==> src/rtl/mem_access_unit.sv <==
// Load/store sequencer in front of a word-addressed data memory with registered read data.
// Handles sub-word loads with extension, read-modify-write for sub-word stores, and fault rejection.
//
// state | meaning
// IDLE  | ready for a request; latches it on req_valid
// RD    | read strobe to memory for the latched word index
// CAP   | memory data valid; extract/extend a load or merge a sub-word store
// WR    | write strobe with the full word
// RESP  | one-cycle response to writeback
module mem_access_unit #(
   parameter int MEM_WORDS = 8
) (
   input  logic        clk,
   input  logic        reset,
   input  logic        req_valid,
   output logic        req_ready,
   input  logic        req_we,
   input  logic [1:0]  req_size,
   input  logic        req_unsigned,
   input  logic [31:0] req_addr,
   input  logic [31:0] req_wdata,
   output logic        resp_valid,
   output logic [31:0] resp_rdata,
   output logic        resp_fault,
   output logic [31:0] mem_addr,
   output logic [31:0] mem_wdata,
   output logic        mem_write,
   output logic        mem_read,
   input  logic [31:0] mem_rdata
);

   typedef enum logic [2:0] {
      S_IDLE,
      S_RD,
      S_CAP,
      S_WR,
      S_RESP
   } state_t;

   localparam logic [29:0] WORD_LIMIT = 30'(MEM_WORDS);

   state_t      state_q, state_d;
   logic [31:0] addr_q, addr_d;
   logic [1:0]  size_q, size_d;
   logic        we_q, we_d;
   logic        uns_q, uns_d;
   logic [31:0] wdata_q, wdata_d;
   logic [31:0] rdata_q, rdata_d;
   logic        fault_q, fault_d;

   logic        req_fault;

   function automatic logic [31:0] load_extend(input logic [31:0] word,
                                               input logic [1:0]  size,
                                               input logic [1:0]  off,
                                               input logic        uns);
      logic [7:0]  b;
      logic [15:0] h;
      logic [31:0] r;
      unique case (off)
         2'd0: b = word[7:0];
         2'd1: b = word[15:8];
         2'd2: b = word[23:16];
         default: b = word[31:24];
      endcase
      h = off[1] ? word[31:16] : word[15:0];
      unique case (size)
         2'b00:   r = uns ? {24'h0, b} : {{24{b[7]}}, b};
         2'b01:   r = uns ? {16'h0, h} : {{16{h[15]}}, h};
         default: r = word;
      endcase
      return r;
   endfunction

   function automatic logic [31:0] store_merge(input logic [31:0] old,
                                               input logic [31:0] wd,
                                               input logic [1:0]  size,
                                               input logic [1:0]  off);
      logic [31:0] r;
      r = old;
      unique case (size)
         2'b00: begin
            unique case (off)
               2'd0: r[7:0]   = wd[7:0];
               2'd1: r[15:8]  = wd[7:0];
               2'd2: r[23:16] = wd[7:0];
               default: r[31:24] = wd[7:0];
            endcase
         end
         2'b01: begin
            if (off[1]) r[31:16] = wd[15:0];
            else        r[15:0]  = wd[15:0];
         end
         default: r = wd;
      endcase
      return r;
   endfunction

   // Alignment and range are judged on the raw request so a fault never strobes memory.
   always_comb begin
      req_fault = 1'b0;
      unique case (req_size)
         2'b01:   req_fault = req_addr[0];
         2'b10:   req_fault = (req_addr[1:0] != 2'b00);
         2'b11:   req_fault = 1'b1;
         default: req_fault = 1'b0;
      endcase
      if (req_addr[31:2] >= WORD_LIMIT) req_fault = 1'b1;
   end

   always_ff @(posedge clk) begin
      if (reset) begin
         state_q <= S_IDLE;
         addr_q  <= '0;
         size_q  <= '0;
         we_q    <= 1'b0;
         uns_q   <= 1'b0;
         wdata_q <= '0;
         rdata_q <= '0;
         fault_q <= 1'b0;
      end else begin
         state_q <= state_d;
         addr_q  <= addr_d;
         size_q  <= size_d;
         we_q    <= we_d;
         uns_q   <= uns_d;
         wdata_q <= wdata_d;
         rdata_q <= rdata_d;
         fault_q <= fault_d;
      end
   end

   always_comb begin
      state_d    = state_q;
      addr_d     = addr_q;
      size_d     = size_q;
      we_d       = we_q;
      uns_d      = uns_q;
      wdata_d    = wdata_q;
      rdata_d    = rdata_q;
      fault_d    = fault_q;
      req_ready  = 1'b0;
      resp_valid = 1'b0;
      resp_rdata = '0;
      resp_fault = 1'b0;
      mem_read   = 1'b0;
      mem_write  = 1'b0;
      mem_wdata  = '0;
      mem_addr   = (state_q == S_IDLE) ? '0 : {2'b00, addr_q[31:2]};

      unique case (state_q)
         S_IDLE: begin
            req_ready = 1'b1;
            if (req_valid) begin
               addr_d  = req_addr;
               size_d  = req_size;
               we_d    = req_we;
               uns_d   = req_unsigned;
               wdata_d = req_wdata;
               rdata_d = '0;
               fault_d = req_fault;
               if (req_fault)                          state_d = S_RESP;
               else if (req_we && req_size == 2'b10)   state_d = S_WR;
               else                                    state_d = S_RD;
            end
         end
         S_RD: begin
            mem_read = 1'b1;
            state_d  = S_CAP;
         end
         S_CAP: begin
            if (we_q) begin
               wdata_d = store_merge(mem_rdata, wdata_q, size_q, addr_q[1:0]);
               state_d = S_WR;
            end else begin
               rdata_d = load_extend(mem_rdata, size_q, addr_q[1:0], uns_q);
               state_d = S_RESP;
            end
         end
         S_WR: begin
            mem_write = 1'b1;
            mem_wdata = wdata_q;
            state_d   = S_RESP;
         end
         S_RESP: begin
            resp_valid = 1'b1;
            resp_rdata = rdata_q;
            resp_fault = fault_q;
            state_d    = S_IDLE;
         end
         default: state_d = S_IDLE;
      endcase

      // Reset is synchronous, so outputs are gated here to keep a reset cycle inert.
      if (reset) begin
         req_ready  = 1'b0;
         resp_valid = 1'b0;
         resp_rdata = '0;
         resp_fault = 1'b0;
         mem_read   = 1'b0;
         mem_write  = 1'b0;
         mem_wdata  = '0;
         mem_addr   = '0;
      end
   end

endmodule

==> config.mk <==
export PLATFORM = sky130hd
export DESIGN_NAME = mem_access_unit
export DESIGN_NICKNAME = d
export VERILOG_FILES = /design/src/rtl/mem_access_unit.sv
export SDC_FILE = /design/constraint.sdc
export NUM_CORES = 1
export LEC_CHECK = 0
export ABC_AREA = 1
export CAP_MARGIN = 20
export CORE_MARGIN = 4
export CORE_UTILIZATION = 50
export CTS_CLUSTER_SIZE = 20
export DETAILED_ROUTE_END_ITERATION = 6
export PLACE_DENSITY_LB_ADDON = 0.3
export SLEW_MARGIN = 20
export SYNTH_ARGS = -nofsm -noshare
export SYNTH_HDL_FRONTEND = slang
export SYNTH_SLANG_ARGS = --single-unit
==> constraint.sdc <==
create_clock -name clk -period 2.5 [get_ports clk]
set_clock_uncertainty 0.1 [all_clocks]
set_input_delay 0.375 -clock clk [delete_from_list [all_inputs] [get_ports clk]]
set_output_delay 0.375 -clock clk [all_outputs]
set_load 0.05 [all_outputs]
==> results_dict.tcl <==
set metrics [dict create \
    run_status "finished, violations left" \
    failed_checks "design-rule violations" \
    total_power_mw 4.25 \
    die-height_um 120 \
    ys_seq_area_share_pct 33.3 \
    layout_cells_sized_above_1_pct 15.8 \
    clk-insertion-delay-late_ps 350 \
    setup_violations 0 \
    gp_congestion 0.914 \
    post_synth_and_or_nand_nor_area_fraction_pct 30.3 \
    grt_max_degree 81 \
    synth_top_family_by_area "simple AND/OR/NAND/NOR gates" \
    cts_sinks 104 \
    hold_viol_final 0 \
    num_rows 40 \
    peakVddDrop_mv 0.297 \
    drtAntennaViolNets 0 \
    endpoint_kind "primary output" \
    cts_root_buf "clkbuf_16" \
    wl_mm 20.1 \
    final_cell_mix "nand2_1, nor2_1, inv_1" \
    crit_required_ps 2030 \
    yosysTopAreaCellShare_pct 33.3 \
    initial_core_util_pct 51.6 \
    path_max_fanout 33 \
    first_pass_iteration_count_of_the_detailed_router 7 \
    floorplan.core_area_um2 12100 \
    ys.warnings.count 0 \
    synth-seq-cells 104 \
    wl_per_cell_um 15.0 \
    totalNegativeSetupSlack_ps 0 \
    timing.fmax_ghz 0.424 \
    initialDrtViolationCount 664 \
    fin_util_pct 75.6 \
    synth_xor_xnor_area_share_pct 0 \
    gr-usage-all-layers_pct 27.5 \
    syn-cell-area_um2 6250 \
    synth-adder-area-share_pct 0 \
    finalCriticalPeriod_ps 2360 \
    rsz0062_at_grt "no" \
    cap_viol_max_count 0 \
    layout.cells.most_common "nand2_1" \
    globalRouteOverflowTotal 0 \
    clock_path_buffers 2 \
    drc 2 \
    min_period_over_period_pct 94.4 \
    slew_viol_final 0 \
    vias_in_the_first_global_route 6717 \
    cts.reportedPaths.clkPinSlew_ps 70 \
    vias_per_cell 5.27 \
    pwr_density_cell_nw_per_um2 464 \
    power.static_leakage_nw 3.65 \
    hold_class "primary input to register" \
    synth_compound_gate_area_share_pct 21.6 \
    crit_type "register to primary output" \
    postSynthAreaPerCell_um2 6.21 \
    place.port_buffers 201 \
    dp.final_hpwl_mm 15.2 \
    h-tree-depth 3 \
    synth.distinct_cells 31 \
    synth.area.mux_share_pct 0 \
    cts_bufs_inserted 9 \
    finalInstanceArea_um2 9160 \
    design.portCount 204 \
    critPathLaunchType "register" \
    synth_largest_area_cell "dfxtp_1" \
    n_antenna_cell 0 \
    cts_tree "built" \
    arrival_ps 1890 \
    area_delta_synth_final_pct 46.5 \
    detailed_place.area_um2 8830 \
    grt_antenna_before_repair 0 \
    synth_area_leaders "dfxtp_1, nand2_1, a21oi_1" \
    worst_slew_margin_rel_pct 39.4 \
    floorplan.die_area_um2 14400 \
    fp.dieW_um 120 \
    vias 7080 \
    worstMarginPinSlew_ps 909 \
    number_of_nets_in_the_finished_design 1273 \
    number_of_cells_produced_by_synthesis 1006 \
    grt_first_pass_wirelength_mm 32.3 \
]
per-stage QoR:
stage               std cells  worst slack, ps  hold WS (ps)
floorplan                1007              139           331
finish                   1343              139           328
global placement         1327              506           340
CTS                      1343              150           317
detailed placement       1327              467           349
global route             1343             13.1           347
state kept, by name, summed over array words and instances (netlist names):
name     flops
size_q       2
addr_q      32
uns_q        1
we_q         1
state_q      3
wdata_q     32
fault_q      1
rdata_q     32
metal layers:
layer | vias up | part of all wire, % | routed length [um] | GRT usage [%]
li1 | 3511 | - | - | -
met1 | 3165 | 39 | 7770 | 32.1
met2 | 352 | 49 | 9810 | 48.4
met3 | 52 | 9.5 | 1900 | 7.21
met4 | 0 | 3.1 | 627 | 9.95
met5 | - | 0 | 0 | 0
synthesized netlist by cell type:
master    instances
o21ai_2           2
nand2_4           4
and3b_1           1
nor2_1          140
buf_4             7
nand2_2          13
conb_1            1
dfxtp_1         104
a21oi_2          11
nor3_1           32
nand4_1           2
buf_6             7
inv_1           134
nor2_8            1
nand3b_1          1
nand3_4           2
o211ai_1         11
buf_1             1
o22ai_1           6
inv_2            10
buf_2            18
nor2_4            6
nand3_1          36
a21oi_1         129
clkbuf_1         29
nand2_1         197
o21ai_0          85
buf_12            1
or2_2             2
inv_4             4
o21ai_1           9
logic make-up after synthesis:
| logic type | after synthesis |
|---|---|
| other | 1 |
| and+or+nand+nor | 437 |
| AOI/OAI and AO/OA | 253 |
| buffers and inverters | 211 |
| DFF | 104 |
layout make-up:
cell class / instances / area (um2)
sequential: 104 / 2080
clock buffer: 9 / 225
multi-input combinational: 692 / 3260
tap: 168 / 210
fill: 977 / 2960
inverter: 148 / 566
timing repair buffer: 215 / 2720
clock inverter: 7 / 103
where the power goes:
part           switching (mW)  internal [mW]  leakage (nW)
logic                   0.534          0.341          2.64
clock network           0.683          0.892         0.162
registers              0.0508           1.75         0.855
total                    1.27           2.98          3.65
worst paths after layout:
path / from / end / slack (ps) / depth (start not counted)
setup reg to reg: state_q[2]$_SDFFE_PP0N_ / rdata_q[30]$_SDFFE_PP0P_ / 530 / 8
setup / recovery: state_q[1]$_SDFFE_PP0N_ / mem_wdata[7] / 140 / 6
hold / removal: reset / addr_q[1]$_SDFFE_PP0P_ / 330 / 4
hold reg to reg: addr_q[19]$_SDFFE_PP0P_ / addr_q[19]$_SDFFE_PP0P_ / 360 / 2
worst max-delay path: stages (launching register included):
cell and delay, ps:
dfxtp_1 460, inv_2 100, nor3_1 200, nand2_1 80, buf_4 240, nor2_1 270, buf_12 180
what timing repair did:
action	4_1_cts	5_1_grt
endpoints found under the setup margin	0	1
resized for setup	0	1
hold buffers	0	0
setup buffers	0	0
Power figures use the tool's default switching activity.
